## src/rtl/pkt_buf_pkg.sv

```systemverilog
// Shared types for the packet buffer write controller.
package pkt_buf_pkg;

  typedef enum logic [1:0] {ST_IDLE, ST_WRITE, ST_DROP} state_e;

  function automatic int swidth_f(input int slots);
    return (slots > 1) ? $clog2(slots) : 1;
  endfunction

endpackage

```

## src/rtl/slot_desc_ring.sv

```systemverilog
// Ring of committed-packet descriptors: per-slot length, write/read pointers and occupancy.
module slot_desc_ring #(
  parameter int AWIDTH = 4,
  parameter int SLOTS  = 4,
  parameter int SWIDTH = 2
) (
  input  logic              clk_i,
  input  logic              arst_i,
  input  logic              clr_i,
  input  logic              commit_i,
  input  logic [AWIDTH:0]   commit_len_i,
  input  logic              release_i,
  output logic [SWIDTH-1:0] wr_ptr_o,
  output logic [SWIDTH-1:0] rd_ptr_o,
  output logic [AWIDTH:0]   rd_len_o,
  output logic              valid_o,
  output logic              full_o
);

  localparam logic [SWIDTH:0] FULL_CNT = (SWIDTH+1)'(SLOTS);

  logic [SLOTS-1:0][AWIDTH:0] len_q, len_d;
  logic [SWIDTH-1:0]          wr_ptr_q, wr_ptr_d, rd_ptr_q, rd_ptr_d;
  logic [SWIDTH:0]            cnt_q, cnt_d;
  logic                       rel;

  assign valid_o  = (cnt_q != '0);
  assign full_o   = (cnt_q == FULL_CNT);
  assign wr_ptr_o = wr_ptr_q;
  assign rd_ptr_o = rd_ptr_q;
  assign rd_len_o = len_q[rd_ptr_q];
  assign rel      = release_i & valid_o;

  always_comb begin
    len_d    = len_q;
    wr_ptr_d = wr_ptr_q;
    rd_ptr_d = rd_ptr_q;
    cnt_d    = cnt_q;
    if (clr_i) begin
      len_d    = '0;
      wr_ptr_d = '0;
      rd_ptr_d = '0;
      cnt_d    = '0;
    end else begin
      if (commit_i) begin
        len_d[wr_ptr_q] = commit_len_i;
        wr_ptr_d        = wr_ptr_q + SWIDTH'(1);
      end
      if (rel) rd_ptr_d = rd_ptr_q + SWIDTH'(1);
      // Simultaneous commit and release cancel out in the count.
      if (commit_i && !rel)      cnt_d = cnt_q + (SWIDTH+1)'(1);
      else if (rel && !commit_i) cnt_d = cnt_q - (SWIDTH+1)'(1);
    end
  end

  always_ff @(posedge clk_i or posedge arst_i) begin
    if (arst_i) begin
      len_q    <= '0;
      wr_ptr_q <= '0;
      rd_ptr_q <= '0;
      cnt_q    <= '0;
    end else begin
      len_q    <= len_d;
      wr_ptr_q <= wr_ptr_d;
      rd_ptr_q <= rd_ptr_d;
      cnt_q    <= cnt_d;
    end
  end

endmodule

```

## src/rtl/pkt_buf_wr_ctrl.sv

```systemverilog
// Write-side controller: turns a val/sop/eop stream into RAM writes into slots,
// commits complete packets to the descriptor ring and drops bad ones.
module pkt_buf_wr_ctrl
  import pkt_buf_pkg::*;
#(
  parameter int AWIDTH = 4,
  parameter int SLOTS  = 4,
  parameter int SWIDTH = swidth_f(SLOTS),
  parameter int CWIDTH = 16
) (
  input  logic                     clk_i,
  input  logic                     arst_i,
  input  logic                     val_i,
  input  logic                     sop_i,
  input  logic                     eop_i,
  input  logic                     clr_i,
  output logic                     wren_o,
  output logic [SWIDTH+AWIDTH-1:0] wraddr_o,
  output logic                     rd_valid_o,
  output logic [SWIDTH-1:0]        rd_slot_o,
  output logic [AWIDTH:0]          rd_len_o,
  input  logic                     rd_done_i,
  output logic                     full_o,
  output logic [CWIDTH-1:0]        drop_cnt_o
);

  localparam logic [AWIDTH-1:0] OFF_LAST = '1;

  state_e                   state_q, state_d;
  logic [AWIDTH-1:0]        off_q, off_d;
  logic                     wren_q, wren_d;
  logic [SWIDTH+AWIDTH-1:0] wraddr_q, wraddr_d;
  logic [CWIDTH-1:0]        drop_q, drop_d;
  logic [CWIDTH:0]          drop_sum;
  logic [1:0]               drop_inc;
  logic                     commit, start;
  logic [AWIDTH:0]          commit_len;
  logic [SWIDTH-1:0]        wr_ptr;
  logic                     full;

  always_comb begin
    state_d    = state_q;
    off_d      = off_q;
    wren_d     = 1'b0;
    wraddr_d   = wraddr_q;
    commit     = 1'b0;
    commit_len = '0;
    drop_inc   = 2'd0;
    start      = 1'b0;

    if (val_i) begin
      unique case (state_q)
        ST_IDLE: start = sop_i;
        ST_WRITE: begin
          if (sop_i) begin
            drop_inc = 2'd1;
            start    = 1'b1;
          end else begin
            wren_d   = 1'b1;
            wraddr_d = {wr_ptr, off_q};
            if (eop_i) begin
              commit     = 1'b1;
              commit_len = {1'b0, off_q} + (AWIDTH+1)'(1);
              state_d    = ST_IDLE;
            end else if (off_q == OFF_LAST) begin
              state_d = ST_DROP;
            end else begin
              off_d = off_q + AWIDTH'(1);
            end
          end
        end
        ST_DROP: begin
          if (sop_i) begin
            drop_inc = 2'd1;
            start    = 1'b1;
          end else if (eop_i) begin
            drop_inc = 2'd1;
            state_d  = ST_IDLE;
          end
        end
        default: state_d = ST_IDLE;
      endcase
    end

    // A sop beat from any state; full is only looked at here.
    if (start) begin
      if (full) begin
        if (eop_i) begin
          drop_inc = drop_inc + 2'd1;
          state_d  = ST_IDLE;
        end else begin
          state_d = ST_DROP;
        end
      end else begin
        wren_d   = 1'b1;
        wraddr_d = {wr_ptr, {AWIDTH{1'b0}}};
        if (eop_i) begin
          commit     = 1'b1;
          commit_len = (AWIDTH+1)'(1);
          state_d    = ST_IDLE;
        end else begin
          off_d   = AWIDTH'(1);
          state_d = ST_WRITE;
        end
      end
    end

    drop_sum = {1'b0, drop_q} + (CWIDTH+1)'(drop_inc);
    drop_d   = drop_sum[CWIDTH] ? '1 : drop_sum[CWIDTH-1:0];

    if (clr_i) begin
      state_d  = ST_IDLE;
      off_d    = '0;
      wren_d   = 1'b0;
      wraddr_d = '0;
      commit   = 1'b0;
      drop_d   = '0;
    end
  end

  always_ff @(posedge clk_i or posedge arst_i) begin
    if (arst_i) begin
      state_q  <= ST_IDLE;
      off_q    <= '0;
      wren_q   <= 1'b0;
      wraddr_q <= '0;
      drop_q   <= '0;
    end else begin
      state_q  <= state_d;
      off_q    <= off_d;
      wren_q   <= wren_d;
      wraddr_q <= wraddr_d;
      drop_q   <= drop_d;
    end
  end

  slot_desc_ring #(.AWIDTH(AWIDTH), .SLOTS(SLOTS), .SWIDTH(SWIDTH)) u_ring (
    .clk_i        (clk_i),
    .arst_i       (arst_i),
    .clr_i        (clr_i),
    .commit_i     (commit),
    .commit_len_i (commit_len),
    .release_i    (rd_done_i),
    .wr_ptr_o     (wr_ptr),
    .rd_ptr_o     (rd_slot_o),
    .rd_len_o     (rd_len_o),
    .valid_o      (rd_valid_o),
    .full_o       (full)
  );

  assign full_o     = full;
  assign wren_o     = wren_q;
  assign wraddr_o   = wraddr_q;
  assign drop_cnt_o = drop_q;

endmodule

```

## config.mk

```make
export PLATFORM = sky130hd
export DESIGN_NAME = pkt_buf_wr_ctrl
export DESIGN_NICKNAME = d
export VERILOG_FILES = /design/src/rtl/pkt_buf_pkg.sv /design/src/rtl/slot_desc_ring.sv /design/src/rtl/pkt_buf_wr_ctrl.sv
export SDC_FILE = /design/constraint.sdc
export NUM_CORES = 1
export LEC_CHECK = 0
export BUFFER_PORTS_ARGS = -buffer_cell sky130_fd_sc_hd__buf_2
export CORE_ASPECT_RATIO = 0.9
export CORE_MARGIN = 4
export CORE_UTILIZATION = 35
export CTS_CLUSTER_SIZE = 16
export DETAILED_ROUTE_END_ITERATION = 8
export PLACE_DENSITY = 0.57
export SKIP_CTS_REPAIR_TIMING = 1
export SLEW_MARGIN = 20
export SYNTH_ARGS = -nofsm -noshare
export SYNTH_HDL_FRONTEND = slang
export SYNTH_SLANG_ARGS = --single-unit
```

## constraint.sdc

```tcl
create_clock -name clk_i -period 3.8 [get_ports clk_i]
set_input_delay 0.76 -clock clk_i [delete_from_list [all_inputs] [get_ports clk_i]]
set_output_delay 0.76 -clock clk_i [all_outputs]
set_load 0.02 [all_outputs]
```

# Word level (Yosys, flattened, before mapping)

Index checks and enable logic that the tools add are counted.

Register bits: 56
Bits of input ports: 7
Output and inout port bits: 32
Word-level logic and storage cells: 121

$add $sub $neg: 8
Magnitude comparators: 3
Equality and inequality tests: 9
Multiplexer cells: 75
Bitwise logic cells: 1
Reduce and logical (&&, ||, !) cells: 13

Operators by type and width:

| kind                                                                  | count |
|---|---|
| 5-bit 2-to-1 mux                                                      | 9 |
| 20-bit 2-to-1 mux                                                     | 2 |
| 4-bit 2-to-1 mux                                                      | 9 |
| 6-bit 2-to-1 mux                                                      | 6 |
| 2-bit 2-to-1 mux                                                      | 17 |
| 16-bit 2-to-1 mux                                                     | 2 |
| 1-bit 2-to-1 mux                                                      | 21 |
| 20-bit bitwise mux                                                    | 1 |
| 16-bit by 2-bit adder with 17-bit output                              | 1 |
| 4-bit != test (second input constant)                                 | 3 |
| 5-bit binary-select mux with 2-bit select                             | 1 |
| 5-bit demux with 2-bit select                                         | 1 |
| 3-bit 2-to-1 mux                                                      | 3 |
| 3-bit nonzero test                                                    | 3 |
| 2-bit by 1-bit adder with 2-bit output (second input constant)        | 3 |
| 2-bit by 3-bit < comparator with 1-bit output (second input constant) | 2 |
| 2-bit case mux with 3 select lines                                    | 1 |
| 6-bit AND reduction                                                   | 1 |
| 4-bit by 1-bit adder with 5-bit output (second input constant)        | 1 |
| 5-bit != test (second input constant)                                 | 1 |
| 4-bit by 1-bit adder with 4-bit output (second input constant)        | 1 |
| 4-bit equality test (second input constant)                           | 1 |
| 1-bit case mux with 2 select lines                                    | 2 |
| 2-bit nonzero test                                                    | 2 |
| 12 further kinds                                                      | 15 |

# Longest topological paths before layout

Gate-level depths: netlist of run 1.

Word-level depth: 13
Mapped depth: 14
Depth with buffers taken out: 13

# Hierarchy

Synthesis of run 1 repeated with hierarchy kept, for this count alone.

Cell total of the unflattened synthesis: 329
Area total of the unflattened synthesis: 3,145.5 µm²

Modules (own cells, without submodules):

| module          | times used | cells each | area an instance (µm²) | seq. area each (µm²) |
|---|---|---|---|---|
| pkt_buf_wr_ctrl | 1          | 187        | 1,724.2                | 725.7 |
| slot_desc_ring  | 1          | 142        | 1,421.4                | 675.6 |

# Worst setup path before layout of run 1

No wires, ideal clock.

Path kind: input to register
Start: input eop_i
End: register drop_q[10] (netlist: drop_cnt_o[10])
Library setup time: 0.078 ns
Data arrival time: 3.127 ns
Data required time: 3.722 ns
Slack: 0.595 ns
Cell stages on the path: 13
Path buffers: 2
Path through: buf_2 > o21ai_0 > a21oi_1 > ha_1 > mux2_2 > ha_1 > inv_1 > fa_1 > nand4b_1 > or2_2 > nand2b_1 > buf_2 > a21oi_1

Longest elaborated chain between the ends: 11

RTL lines:

| element                                    | line                   | source |
|---|---|---|
| start, declared                            | pkt_buf_wr_ctrl.sv:15  | `input logic eop_i,` |
| 1-bit 2-to-1 mux                           | pkt_buf_wr_ctrl.sv:76  | `end else if (eop_i) begin` |
| 1-bit 2-to-1 mux                           | pkt_buf_wr_ctrl.sv:73  | `if (sop_i) begin` |
| 1-bit case mux with 2 select lines         | pkt_buf_wr_ctrl.sv:52  | `unique case (state_q)` |
| 1-bit 2-to-1 mux                           | pkt_buf_wr_ctrl.sv:51  | `if (val_i) begin` |
| 2-bit by 1-bit adder with 2-bit output     | pkt_buf_wr_ctrl.sv:89  | `drop_inc = drop_inc + 2'd1;` |
| 2-bit 2-to-1 mux                           | pkt_buf_wr_ctrl.sv:88  | `if (eop_i) begin` |
| 2-bit 2-to-1 mux                           | pkt_buf_wr_ctrl.sv:87  | `if (full) begin` |
| 2-bit 2-to-1 mux *                         | pkt_buf_wr_ctrl.sv:86  | `if (start) begin` |
| 16-bit by 2-bit adder with 17-bit output * | pkt_buf_wr_ctrl.sv:108 | `drop_sum = {1'b0, drop_q} + (CWIDTH+1)'(drop_inc);` |
| 16-bit 2-to-1 mux *                        | pkt_buf_wr_ctrl.sv:109 | `drop_d = drop_sum[CWIDTH] ? '1 : drop_sum[CWIDTH-1:0];` |
| 16-bit 2-to-1 mux *                        | pkt_buf_wr_ctrl.sv:111 | `if (clr_i) begin` |
| net drop_d[10]                             | pkt_buf_wr_ctrl.sv:33  | `logic [CWIDTH-1:0] drop_q, drop_d;` |
| end signal, assigned                       | pkt_buf_wr_ctrl.sv:133 | `drop_q <= drop_d;` |
| end, declared                              | pkt_buf_wr_ctrl.sv:33  |  |

The timed path passes the listed nets; every way through them passes the cells marked *.
A chain may end at the register's enable or synchronous reset.

# Final worst setup path of run 1

Start: input eop_i
End: register drop_q[0] (netlist: drop_cnt_o[0])

The elaborated chain is that of the path after synthesis.

==> results.md, run 1 <==
- The total cell area at the placement stage is 0.00326 mm2.
- The number of antenna violations at the first check in global routing is 0.
- The overall die height is 95.1 um.
- The HPWL after detailed placement is roughly 4600 um.
- The TritonCTS clock tree is done.
- The gate count of the mapped netlist is 271.
- Along the worst path, the maximum fanout reaches 12.
- The remaining global-route overflow is 0.
- In this run, CTS created clock tree buffers numbering 5.
- The switching power total is approximately 400 uW.
- After synthesis the cells add up to between 0.002 and 0.003 mm2.
- The category of the worst setup path capture point is a register.
- The count of buffers inserted at the top-level ports is 38.
- Relative to the synthesized area, the layout overhead comes to 13.8%.
- Synthesis produced a netlist with a net count of roughly 290.
- The remaining max-slew budget at the tightest pin is 0.475.
- Yosys mapped the design onto 45 distinct sky130hd cell types.
- The number of global-route vias before repair came to between 2,000 and 2,500.
- After filler insertion, the fill cell instance count of the layout stands at 797.
- The clock latency of the later-clocked register in the worst-skew pair is approximately 0.31 ns.
- The nature of the critical path startpoint is a primary input.
- The maximum vdd drop is 0.179 mV.
- The max-slew violation total from the final report came to 0.
- The initialized floorplan defines 31 standard-cell rows.
- The first TritonRoute pass finished after 4 iterations.
- The clock slew seen by the registers of the worst setup and hold paths is about 0.11 ns.
- The post-synthesis register bit count is between 50 and 60.
- The critical path required time is a little over 4 ns.
- The minimum period implied by the final worst setup slack is 3.25 ns.
- The switching share of total power is 0.310.
- The share of total power dissipated in combinational logic is 0.209.
- The largest total area in the synthesized netlist belongs to sky130_fd_sc_hd__dfrtp_1.
- Setup total negative slack on the finished layout was measured at 0 ns.
- CTS placed an instance of sky130_fd_sc_hd__clkbuf_8 at the clock tree root.
- The violation count after the first detailed-routing iteration is approximately 110.
- The flow ran to the end, and the final reports show no timing, DRC or antenna violations.
- In the final layout, the share of cells above drive strength 1 is 0.215.
- The number of warnings issued by yosys is 0.
- In the routed layout, each cell is associated on average with a via count of 5.20.
- The post-detailed-route DRC marker count is 0.
- Between clock sinks in the finished design, the worst skew comes to around 0.012 ns.
- The final instance area is about 0.0034 mm2.
- Setup repair after global routing left no endpoint under its margin.
- Internal power comes to 893 uW.
- The repair_antennas step left the layout with diodes totalling 0.
- The weighted congestion reported at the end of routability-driven placement is between 0.7 and 0.8.
- The clock passes through at most 2 buffers.
- Entering global routing, the biggest net connects 38 pins.
- The total number of vias is 2,138.
- Dividing total power by cell area gives a power density of 386 mW/mm2.
- A synthesized cell averages approximately 11 um2.
- The H-tree was split into 2 levels.
- For this run, the post-layout net count is approximately 330.
- Across the run, the number of max-cap violations was 0.
- By startpoint and endpoint, the worst setup path is classified as primary input to register.
- For this run, the top clock speed supported by timing is 0.308 GHz.
- Setup violations remaining at the end of the flow were counted as 0.
- The number of top-level pins is 39.
- The total length of routed wires is 6380 um.
- STA puts the critical path data arrival time at around 3.5 ns.
- The count of nets left with antenna violations once routing finished came out at 0.
- Of the synthesized area, sequential elements account for 0.475.
- The internal reg-to-reg setup slack is between 0.5 and 0.6 ns.
- The first global-routing pass estimated 11,000 um of wire.
- The area of the die is roughly 0.01 mm2.
- For this configuration, the core starts out at a cell density of 0.362.
- Of the total power, the clock network draws 0.276.
- The tree built by TritonCTS fans out to between 50 and 60 sinks.
- The area inside the core boundary is just over 0.008 mm2.
- The total track usage is 0.136.
- The number of endpoints with negative hold slack in the final report is 0.
- The actual transition at the worst max-transition pin is between 0.7 and 0.8 ns.
- The share of synthesized area in the top cell type comes to 0.475.
- The routed wirelength normalized by instance count is ~16 um.
- The portion of the clock cycle consumed by the worst path in the final layout is 0.854.
- The static leakage is ~1.6 nW.
- Ranked by total cell area, the synthesized netlist is headed by sky130_fd_sc_hd__dfrtp_1 (48%), sky130_fd_sc_hd__a22o_1 (5.9%), sky130_fd_sc_hd__ha_1 (5.1%).
- The share of total power dissipated in sequential elements is 0.515.
- The worst min-delay path class is register to register.
- The floorplan step set the die width to 105 um.
[cell families after synthesis]
family                     Yosys count  synth area share
AOI/OAI and AO/OA                   60             0.141
xor gates and xnor gates            16            0.0475
buffers and inverters               26            0.0344
and+or+nand+nor                     80             0.150
muxes                               19            0.0878
adders and majority gates           14            0.0645
DFF                                 56             0.475
[per-layer routing]
layer	track usage	vias up	wire, um
met2	0.208	39	2930
met1	0.199	1047	3180
met3	0.0278	4	206
li1	-	1048	-
met5	0	-	0
met4	0.0284	0	59
[placed cells by master (no fill, tap or decap), types with 9 or more instances in the layout]
cell | Yosys | final
sky130_fd_sc_hd__mux2i_1 | 9 | 9
sky130_fd_sc_hd__buf_2 | 3 | 38
sky130_fd_sc_hd__nor2_1 | 26 | 26
sky130_fd_sc_hd__ha_1 | 12 | 12
sky130_fd_sc_hd__dfrtp_1 | 56 | 56
sky130_fd_sc_hd__a21oi_1 | 25 | 25
sky130_fd_sc_hd__xnor2_1 | 13 | 13
sky130_fd_sc_hd__nand2_1 | 9 | 9
sky130_fd_sc_hd__a22o_1 | 20 | 20
sky130_fd_sc_hd__inv_1 | 17 | 16
[cell usage after synthesis, drive strengths merged]
| master | instances |
|---|---|
| a311oi | 1 |
| mux4 | 5 |
| nand3b | 2 |
| a22o | 20 |
| and3 | 2 |
| a311o | 1 |
| o21a | 1 |
| nor2 | 26 |
| nand2b | 5 |
| nand2 | 9 |
| inv | 17 |
| o22ai | 2 |
| o31a | 1 |
| buf | 6 |
| clkbuf | 3 |
| or3 | 3 |
| and4b | 1 |
| or2 | 1 |
| o32ai | 1 |
| xor2 | 3 |
| o31ai | 1 |
| a21oi | 25 |
| mux2 | 5 |
| and2 | 2 |
| xnor2 | 13 |
| nor3 | 5 |
| fa | 2 |
| nor3b | 5 |
| nor2b | 3 |
| nand4b | 2 |
| mux2i | 9 |
| o21ai | 5 |
| nand3 | 7 |
| and3b | 2 |
| dfrtp | 56 |
| nand4 | 2 |
| ha | 12 |
| a31oi | 2 |
| nor4 | 3 |
[worst max-delay path, stage by stage]
cell	delay (ns)
sky130_fd_sc_hd__buf_2	0.17
sky130_fd_sc_hd__o21ai_0	0.18
sky130_fd_sc_hd__a21oi_1	0.10
sky130_fd_sc_hd__ha_1	0.27
sky130_fd_sc_hd__mux2_2	0.13
sky130_fd_sc_hd__ha_1	0.15
sky130_fd_sc_hd__inv_1	0.05
sky130_fd_sc_hd__fa_1	0.43
sky130_fd_sc_hd__nand4b_1	0.28
sky130_fd_sc_hd__or2_2	0.34
sky130_fd_sc_hd__nand2b_1	0.36
sky130_fd_sc_hd__a21oi_1	0.23
[worst paths after layout]
kind / to / cells after the start / startpoint
worst max-delay path: drop_cnt_o[0]$_DFF_PP0_ / 12 / eop_i
worst min-delay path: u_ring.len_q[19]$_DFFE_PP0P_ / 1 / u_ring.len_q[19]$_DFFE_PP0P_
worst max register to register: drop_cnt_o[0]$_DFF_PP0_ / 13 / state_q[1]$_DFFE_PP0P_
worst min register to register: u_ring.len_q[19]$_DFFE_PP0P_ / 1 / u_ring.len_q[19]$_DFFE_PP0P_
max in group asynchronous: u_ring.len_q[15]$_DFFE_PP0P_ / 3 / arst_i
min in group asynchronous: u_ring.rd_ptr_o[0]$_DFFE_PP0P_ / 2 / arst_i
[power groups by stage]
stage / registers (mW) / logic, mW / clock network [mW]
final: 0.667 / 0.271 / 0.357
after global routing: 0.676 / 0.308 / 0.393
after CTS: 0.668 / 0.278 / 0.369
after detailed placement: 0.679 / 0.277 / 0
after global placement: 0.678 / 0.274 / 0
after floorplan: 0.663 / 0.211 / 0
[sequential cells by signal, summed over array words and instances, names as in the netlist]
name and count:
wraddr_o 6, drop_cnt_o 16, state_q 2, u_ring.len_q 20, u_ring.wr_ptr_o 2, u_ring.rd_ptr_o 2
u_ring.cnt_q 3, off_q 4, wren_o 1
[metrics by stage]
step / worst slack, ns / hold WS (ns) / std cells / power (mW) / util
after global placement: 0.325 / 0.479 / 403 / 0.952 / 0.400
after global routing: 0.321 / 0.532 / 411 / 1.38 / 0.412
after detailed placement: 0.237 / 0.481 / 403 / 0.956 / 0.400
after CTS: 0.545 / 0.516 / 411 / 1.31 / 0.412
final: 0.554 / 0.513 / 411 / 1.29 / 0.412
after floorplan: 0.595 / 0.461 / 271 / 0.874 / -
[final cells by class]
cell class / instances / area (um2) / area share
clock buffer: 6 / 82.6 / 0.0246
clock inverter: 2 / 17.5 / 0.00522
inverter: 17 / 63.8 / 0.0190
multi-input combinational: 189 / 1450 / 0.431
sequential: 56 / 1400 / 0.418
tap: 99 / 124 / 0.0369
timing repair buffer: 42 / 220 / 0.0656
(Power assumes the default switching activity.)
==> run 2: changes to the inputs <==
CORE_MARGIN = 5   (was 4)
==> results.md, run 2 (synthesis results as in run 1) <==
- The internal reg-to-reg setup slack is 0.53 ns (was 0.57 ns).
- The number of antenna-violating nets in the routed design is 0 (unchanged).
- The routed via count divided by cell count is 5.23 (was 5.20).
- The number of antenna violations at the first check in global routing is 0 (unchanged).
- The max-capacitance violation count came to 0 (unchanged).
- The clock root buffer is sky130_fd_sc_hd__clkbuf_8 (unchanged).
- The weighted congestion reported at the end of routability-driven placement is 0.789 (was 0.769).
- The post-detailed-route DRC marker count is 0 (unchanged).
- The critical path required time is 4.05 ns (was 4.03 ns).
- The total power is 1.26 mW (was 1.29 mW).
- The buffer depth of the longest clock path came to 2 (unchanged).
- Most frequent cells in the layout: sky130_fd_sc_hd__dfrtp_1 (56), sky130_fd_sc_hd__buf_2 (38), sky130_fd_sc_hd__nor2_1 (26) (unchanged).
- The max-slew violation total from the final report is 0 (unchanged).
- The signal arrival time at the worst endpoint is 3.51 ns (was 3.47 ns).
- The maximum frequency from static timing analysis is 0.306 GHz (was 0.308 GHz).
- The share of cells above drive strength 1 is 0.215 (unchanged).
- The clock tree skew after final layout was 0.0120 ns (was 0.0124 ns).
- The final critical-path setup slack is 0.533 ns (was 0.554 ns).
- The number of endpoints with negative hold slack in the final report is 0 (unchanged).
- The clock latency of the later-clocked register in the worst-skew pair was 0.32 ns (was 0.31 ns).
- The routed wirelength normalized by instance count came to 15.6 um (was 15.5 um).
- The overall die height came to 97.1 um (was 95.1 um).
- The count of buffers inserted at the top-level ports is 38 (unchanged).
- The total clock buffers created by CTS was 5 (unchanged).
- The total length of routed wires is 6400 um (was 6380 um).
- Result of the run: finished clean (unchanged).
- The count of buffering cells on the critical path with inverters included is 2 (unchanged).
- The critical-path maximum fanout was 12 (unchanged).
- The worst min-delay path class is register to register (unchanged).
- The static leakage is 1.56 nW (was 1.57 nW).
- The power per unit of standard cell area is 375 mW/mm2 (was 386 mW/mm2).
- The kind of critical path was register to register (was primary input to register).
- The register with the highest flop count is u_ring.len_q (unchanged).
- The accumulated negative setup slack was 0 ns (unchanged).
- Unrepaired setup endpoints after global routing: false (unchanged).
- The number of flip-flops in the largest register is 20 (unchanged).
- The remaining global-route overflow is 0 (unchanged).
- The clock slew seen by the registers of the worst setup and hold paths is 0.10 ns (was 0.11 ns).
- The violation count after the first detailed-routing iteration came to 110 (was 114).
- The number of top-level pins came to 39 (unchanged).
- The leading cell type in the layout, fill and taps excluded was sky130_fd_sc_hd__dfrtp_1 (unchanged).
- The nature of the critical path startpoint is a register (was primary input).
- The maximum level of the CTS H-tree is 2 (unchanged).
- The number of antenna diodes is 0 (unchanged).
- The starting density of the core is 0.362 (unchanged).
- The setup slack at placement is 0.218 ns (was 0.237 ns).
- The area inside the core boundary is 0.00815 mm2 (unchanged).
- The actual transition at the worst max-transition pin is 0.913 ns (was 0.787 ns).
- The worst stage delay on the critical path is 0.43 ns (about the same).
- The portion of the clock cycle consumed by the worst path in the final layout came to 0.860 (was 0.854).
- The number of setup violations in the final report is 0 (unchanged).
- The number of global-route vias before repair came to 2,131 (was 2,135).
- The HPWL after detailed placement is 4600 um (was 4640 um).
- The category of the worst setup path capture point was a register (unchanged).
- The maximum vdd drop is 0.161 mV (was 0.179 mV).
- The total number of vias came to 2,148 (was 2,138).
- The family with the most delay on the worst path is simple AND/OR/NAND/NOR gates (unchanged).
- The largest net degree at the start of global routing is 44 (was 38).
- The number of optimization iterations in the first detailed-route pass came to 4 (unchanged).
- The TritonCTS clock tree is done (unchanged).
- Cell-by-cell trace of the critical path: inv_1, ha_1, nand2_1, a21oi_1, ha_1, mux2_2, ha_1, inv_1, fa_1, nand4b_1, or2_2, nand2b_1, a21oi_1 (was buf_2, o21ai_0, a21oi_1, ha_1, mux2_2, ha_1, inv_1, fa_1, nand4b_1, or2_2, nand2b_1, a21oi_1).
- The number of core rows is 31 (unchanged).
- The width of the die is 107 um (was 105 um).
- The first-pass GRT wire length is 11,200 um (was 11,000 um).
- The dominant cell type by count on the critical path is sky130_fd_sc_hd__ha_1.
- The remaining max-slew budget at the tightest pin is 0.390 (was 0.475).
- The layout net count was 333 (was 332).
- The master of the slowest instance on the critical path was sky130_fd_sc_hd__fa_1 (unchanged).
- The area of the die is 0.0104 mm2 (was 0.00996 mm2).
- The area growth from synthesis to layout is 13.4% (was 13.8%).
- The total track usage is 0.131 (was 0.136).
- The minimum period implied by the final worst setup slack came to 3.27 ns (was 3.25 ns).
- The number of sinks handled by clock tree synthesis is 56 (unchanged).
- The final-layout fill cell count is 782 (was 797).
run 2: cell type report:
cell class | count | area, um2 | area share
sequential | 56 | 1400 | 0.419
tap | 99 | 124 | 0.0370
timing repair buffer | 43 | 228 | 0.0681
inverter | 17 | 63.8 | 0.0191
multi-input combinational | 189 | 1450 | 0.432
clock buffer | 5 | 68.8 | 0.0206
clock inverter | 2 | 12.5 | 0.00374
run 2: final timing paths:
check	start	to	cells after the start
setup / recovery	state_q[1]$_DFFE_PP0P_	drop_cnt_o[0]$_DFF_PP0_	13
hold reg to reg	u_ring.len_q[19]$_DFFE_PP0P_	u_ring.len_q[19]$_DFFE_PP0P_	1
setup reg to reg	state_q[1]$_DFFE_PP0P_	drop_cnt_o[0]$_DFF_PP0_	13
min in group asynchronous	arst_i	drop_cnt_o[13]$_DFF_PP0_	2
hold / removal	u_ring.len_q[19]$_DFFE_PP0P_	u_ring.len_q[19]$_DFFE_PP0P_	1
max in group asynchronous	arst_i	u_ring.len_q[17]$_DFFE_PP0P_	3
run 2: layer usage:
metal / global-route usage / routed length [um]
met4: 0.0246 / 32
met3: 0.0385 / 306
met1: 0.200 / 3330
met5: 0 / 0
met2: 0.185 / 2730
run 2: power breakdown:
part	internal, mW	leakage (nW)	switching, mW	total, mW
clock network	0.126	0.0400	0.194	0.319
registers	0.621	0.778	0.0430	0.664
logic	0.119	0.740	0.153	0.273
run 2: stage by stage:
step	hold WS, ns	instance area, um2	std cells	utilization
after global routing	0.526	3340	411	0.411
after detailed placement	0.486	3260	404	0.401
after floorplan	0.461	2950	271	-
after global placement	0.483	3260	404	0.401
after CTS	0.508	3340	411	0.411
final	0.512	3340	411	0.411
==> run 3: changes to the inputs <==
ABC_AREA = 1   (was unset)
==> results.md, run 3 <==
- The area used by multi-input combinational logic came to 0.00140 mm2 (was 0.00145 mm2).
- The count of buffers inserted at the top-level ports is 38 (unchanged).
- The relative contribution of sequential cells to total power is 0.509 (was 0.529).
- The worst min-delay path class is register to register (unchanged).
- The max-capacitance violation count is 0 (unchanged).
- Result of the run: finished clean (unchanged).
- Most instantiated cells after synthesis: sky130_fd_sc_hd__inv_1 (72), sky130_fd_sc_hd__nand2_1 (65), sky130_fd_sc_hd__dfrtp_1 (56) (was sky130_fd_sc_hd__dfrtp_1 (56), sky130_fd_sc_hd__nor2_1 (26), sky130_fd_sc_hd__a21oi_1 (25)).
- The net count after synthesis is 400 (was 292).
- Cell types with the largest area share after synthesis: sky130_fd_sc_hd__dfrtp_1 (45%), sky130_fd_sc_hd__inv_1 (8.6%), sky130_fd_sc_hd__nand2_1 (7.8%) (was sky130_fd_sc_hd__dfrtp_1 (48%), sky130_fd_sc_hd__a22o_1 (5.9%), sky130_fd_sc_hd__ha_1 (5.1%)).
- The number of setup violations in the final report is 0 (unchanged).
- The xor/xnor share of the synthesized area is 0.0252 (was 0.0475).
- The routed wirelength normalized by instance count came to 13.2 um (was 15.6 um).
- The gate count of the mapped netlist is 379 (was 271).
- The post-synthesis mux area share was 0 (was 0.0878).
- The remaining max-slew budget at the tightest pin was 0.505 (was 0.390).
- The max-slew violation total from the final report was 0 (unchanged).
- The leading cell type in the layout, fill and taps excluded is sky130_fd_sc_hd__inv_1 (was sky130_fd_sc_hd__dfrtp_1).
- The TritonCTS clock tree is done (unchanged).
- The final instance area is 0.00353 mm2 (was 0.00334 mm2).
- The violation count after the first detailed-routing iteration is 95 (was 110).
- The fraction of registers with async set or reset after synthesis is 1.00 (unchanged).
- The predominant post-synthesis flop cell was sky130_fd_sc_hd__dfrtp_1 (unchanged).
- The portion of the clock cycle consumed by the worst path in the final layout was 0.858 (was 0.860).
- The combinational family with the most area after synthesis is simple AND/OR/NAND/NOR gates (unchanged).
- The layout net count is 438 (was 333).
- The depth of the worst register-to-register path is 21 (was 13).
- The number of global-route vias before repair was 2,505 (was 2,131).
- The met2 layer usage reported by global route is 0.200 (was 0.185).
- The sink of the worst hold path is u_ring.cnt_q[0]$_DFFE_PP0P_ (was u_ring.len_q[19]$_DFFE_PP0P_).
- The area growth from synthesis to layout was 12.6% (was 13.4%).
- The total length of routed wires is 7080 um (was 6400 um).
- The maximum vdd drop is 0.189 mV (was 0.161 mV).
- Unrepaired setup endpoints after global routing: false (unchanged).
- The number of antenna diodes is 0 (unchanged).
- The total cell area at the placement stage is 0.00343 mm2 (was 0.00326 mm2).
- The launch instance of the worst register-to-register path is state_q[1]$_DFFE_PP0P_ (unchanged).
- The total internal power came to 836 uW (was 866 uW).
- The beginning of the worst hold path is u_ring.cnt_q[0]$_DFFE_PP0P_ (was u_ring.len_q[19]$_DFFE_PP0P_).
- The count of cell types in the netlist is 36 (was 45).
- The total track usage was 0.138 (was 0.131).
- The accumulated negative setup slack is 0 ns (unchanged).
- The proportion of synthesized chip area in sequential cells is 0.447 (was 0.475).
- The register with the highest flop count is u_ring.len_q (unchanged).
- The signal arrival time at the worst endpoint came to 3.52 ns (was 3.51 ns).
- The post-detailed-route DRC marker count came to 0 (unchanged).
- The number of core rows is 32 (was 31).
- The fraction of the mapped netlist area in compound gates was 0.159 (was 0.141).
- The met3 track utilization from global routing came to 0.0266 (was 0.0385).
- The area of all sequential standard cells is 0.00140 mm2 (unchanged).
- The number of antenna-violating nets in the routed design is 0 (unchanged).
- The HPWL after detailed placement is 5300 um (was 4600 um).
- The area inside the core boundary came to 0.00865 mm2 (was 0.00815 mm2).
- The minimum period implied by the final worst setup slack came to 3.26 ns (was 3.27 ns).
- The filler-free cell count of the finished design came to 537 (was 411).
- The number of top-level pins came to 39 (unchanged).
- The clock latency of the later-clocked register in the worst-skew pair is 0.31 ns (was 0.32 ns).
- Most frequent cells in the layout: sky130_fd_sc_hd__inv_1 (71), sky130_fd_sc_hd__nand2_1 (65), sky130_fd_sc_hd__dfrtp_1 (56) (was sky130_fd_sc_hd__dfrtp_1 (56), sky130_fd_sc_hd__buf_2 (38), sky130_fd_sc_hd__nor2_1 (26)).
- The post-synthesis area per instance was 8.27 um2 (was 10.9 um2).
- The clock root buffer is sky130_fd_sc_hd__clkbuf_8 (unchanged).
- The largest net degree at the start of global routing is 35 (was 44).
- The number of endpoints with negative hold slack in the final report is 0 (unchanged).
- The weighted congestion reported at the end of routability-driven placement is 0.812 (was 0.789).
- The clock tree skew after final layout is 0.0114 ns (was 0.0120 ns).
- The final-layout fill cell count is 916 (was 782).
- The post-synthesis register bit count was 56 (unchanged).
- The area share of fa/ha/maj cells after synthesis was 0.0607 (was 0.0645).
- The power per unit of standard cell area was 362 mW/mm2 (was 375 mW/mm2).
- The hold-critical path depth is 1 (unchanged).
- The kind of critical path is register to register (unchanged).
- The share of cells above drive strength 1 was 0.172 (was 0.215).
- The actual transition at the worst max-transition pin is 0.741 ns (was 0.913 ns).
- The area share of the largest cell type after synthesis is 0.447 (was 0.475).
- The most crowded layer after global routing is met1 (unchanged).
- The number of flip-flops in the largest register is 20 (unchanged).
- The total number of vias is 2,583 (was 2,148).
- The part of the power in combinational logic came to 0.225 (was 0.217).
- The first-pass GRT wire length is 12,200 um (was 11,200 um).
- The critical-path maximum fanout is 11 (was 12).
- The internal reg-to-reg setup slack is 0.54 ns (was 0.53 ns).
- The width of the die is 110 um (was 107 um).
- The count of flip-flops with a built-in enable after synthesis is 0 (unchanged).
- The number of warnings issued by yosys came to 0 (unchanged).
- The clock slew seen by the registers of the worst setup and hold paths is 0.10 ns (about the same).
- The nature of the critical path startpoint is a register (unchanged).
- The number of optimization iterations in the first detailed-route pass is 5 (was 4).
- The cell with the most instances after synthesis is sky130_fd_sc_hd__inv_1 (was sky130_fd_sc_hd__dfrtp_1).
- The area share of and/or/nand/nor cells after synthesis is 0.202 (was 0.150).
- The maximum frequency from static timing analysis came to 0.307 GHz (was 0.306 GHz).
- The total clock buffers created by CTS was 5 (unchanged).
- The critical path required time is 4.06 ns (was 4.05 ns).
- The maximum level of the CTS H-tree was 2 (unchanged).
- The buffer depth of the longest clock path is 2 (unchanged).
- The overall die height is 99.8 um (was 97.1 um).
- The destination of the worst register-to-register timing path is drop_cnt_o[13]$_DFF_PP0_ (was drop_cnt_o[0]$_DFF_PP0_).
- The switching power total came to 441 uW (was 390 uW).
- The met1 routing resource usage after global routing is 0.209 (was 0.200).
- The placed cell count was 529 (was 404).
- The biggest area consumer among synthesized cells is sky130_fd_sc_hd__dfrtp_1 (unchanged).
- The static leakage came to 1.74 nW (was 1.56 nW).
- The number of sinks handled by clock tree synthesis came to 56 (unchanged).
- The routed via count divided by cell count is 4.81 (was 5.23).
- The remaining global-route overflow is 0 (unchanged).
- The area of the die is 0.0109 mm2 (was 0.0104 mm2).
- The part of the power in the clock network is 0.266 (was 0.254).
- The post-synthesis instance area was 0.00313 mm2 (was 0.00295 mm2).
- The category of the worst setup path capture point is a register (unchanged).
- The switching share of total power is 0.345 (was 0.310).
- The starting density of the core was 0.362 (about the same).
- The number of antenna violations at the first check in global routing was 0 (unchanged).
## run 3: metal layers
metal	wire length [um]	part of all wire
met1	3670	0.52
met2	3020	0.43
met3	322	0.046
met4	63	0.0089
met5	0	0
## run 3: final cells by class
cell class                      count  share of cell area
Clock buffer                        5              0.0195
Clock inverter                      3             0.00674
Inverter                           74              0.0788
Multi-Input combinational cell    240               0.397
Sequential cell                    56               0.397
Tap cell                          119              0.0422
Timing Repair Buffer               40              0.0582
## run 3: worst max path at each step
stage,start,endpoint,slack [ns],depth (start not counted)
floorplan,eop_i,drop_cnt_o[11]$_DFF_PP0_,0.80,20
global placement,eop_i,drop_cnt_o[13]$_DFF_PP0_,0.33,20
detailed placement,eop_i,drop_cnt_o[13]$_DFF_PP0_,0.27,20
CTS,state_q[1]$_DFFE_PP0P_,drop_cnt_o[13]$_DFF_PP0_,0.49,21
global route,state_q[1]$_DFFE_PP0P_,drop_cnt_o[13]$_DFF_PP0_,0.14,21
finish,state_q[1]$_DFFE_PP0P_,drop_cnt_o[13]$_DFF_PP0_,0.54,21
## run 3: cell families (layout without fill, tap and decap cells)
family,after synthesis,after routing
simple gates,130,130
compound gates,87,87
buf+inv,83,122
flops,56,56
fa+ha+maj,14,14
xor+xnor,9,9
## run 3: power groups by stage
| stage | sequential, mW | clock [mW] | combinational, mW |
|---|---|---|---|
| 2_1_floorplan | 0.666 | 0 | 0.197 |
| 3_3_place_gp | 0.660 | 0 | 0.288 |
| 3_5_place_dp | 0.662 | 0 | 0.290 |
| 4_1_cts | 0.650 | 0.351 | 0.291 |
| 5_1_grt | 0.654 | 0.381 | 0.325 |
| 6_report | 0.649 | 0.340 | 0.288 |
## run 3: stage by stage
step	util	setup WS, ns	power (mW)	hold WS [ns]
floorplan	-	0.802	0.863	0.467
global placement	0.397	0.331	0.948	0.488
detailed placement	0.397	0.273	0.951	0.505
CTS	0.408	0.493	1.29	0.517
global route	0.408	0.143	1.36	0.532
finish	0.408	0.541	1.28	0.515
## run 3: critical path, stage by stage (launching register included)
cell and delay, ns:
sky130_fd_sc_hd__dfrtp_1 0.40, sky130_fd_sc_hd__inv_1 0.07, sky130_fd_sc_hd__ha_1 0.29, sky130_fd_sc_hd__nand2_1 0.13, sky130_fd_sc_hd__nand2_1 0.06, sky130_fd_sc_hd__nand2_1 0.07, sky130_fd_sc_hd__nor2_1 0.04, sky130_fd_sc_hd__ha_1 0.26
sky130_fd_sc_hd__nand2_1 0.05, sky130_fd_sc_hd__o31ai_1 0.07, sky130_fd_sc_hd__ha_1 0.21, sky130_fd_sc_hd__inv_1 0.05, sky130_fd_sc_hd__fa_1 0.40, sky130_fd_sc_hd__inv_1 0.07, sky130_fd_sc_hd__nand2_1 0.09, sky130_fd_sc_hd__nor3_4 0.21
sky130_fd_sc_hd__nand2_2 0.11, sky130_fd_sc_hd__nor2_2 0.10, sky130_fd_sc_hd__nand3_2 0.23, sky130_fd_sc_hd__nand3_1 0.18, sky130_fd_sc_hd__nand2_1 0.06, sky130_fd_sc_hd__inv_1 0.05
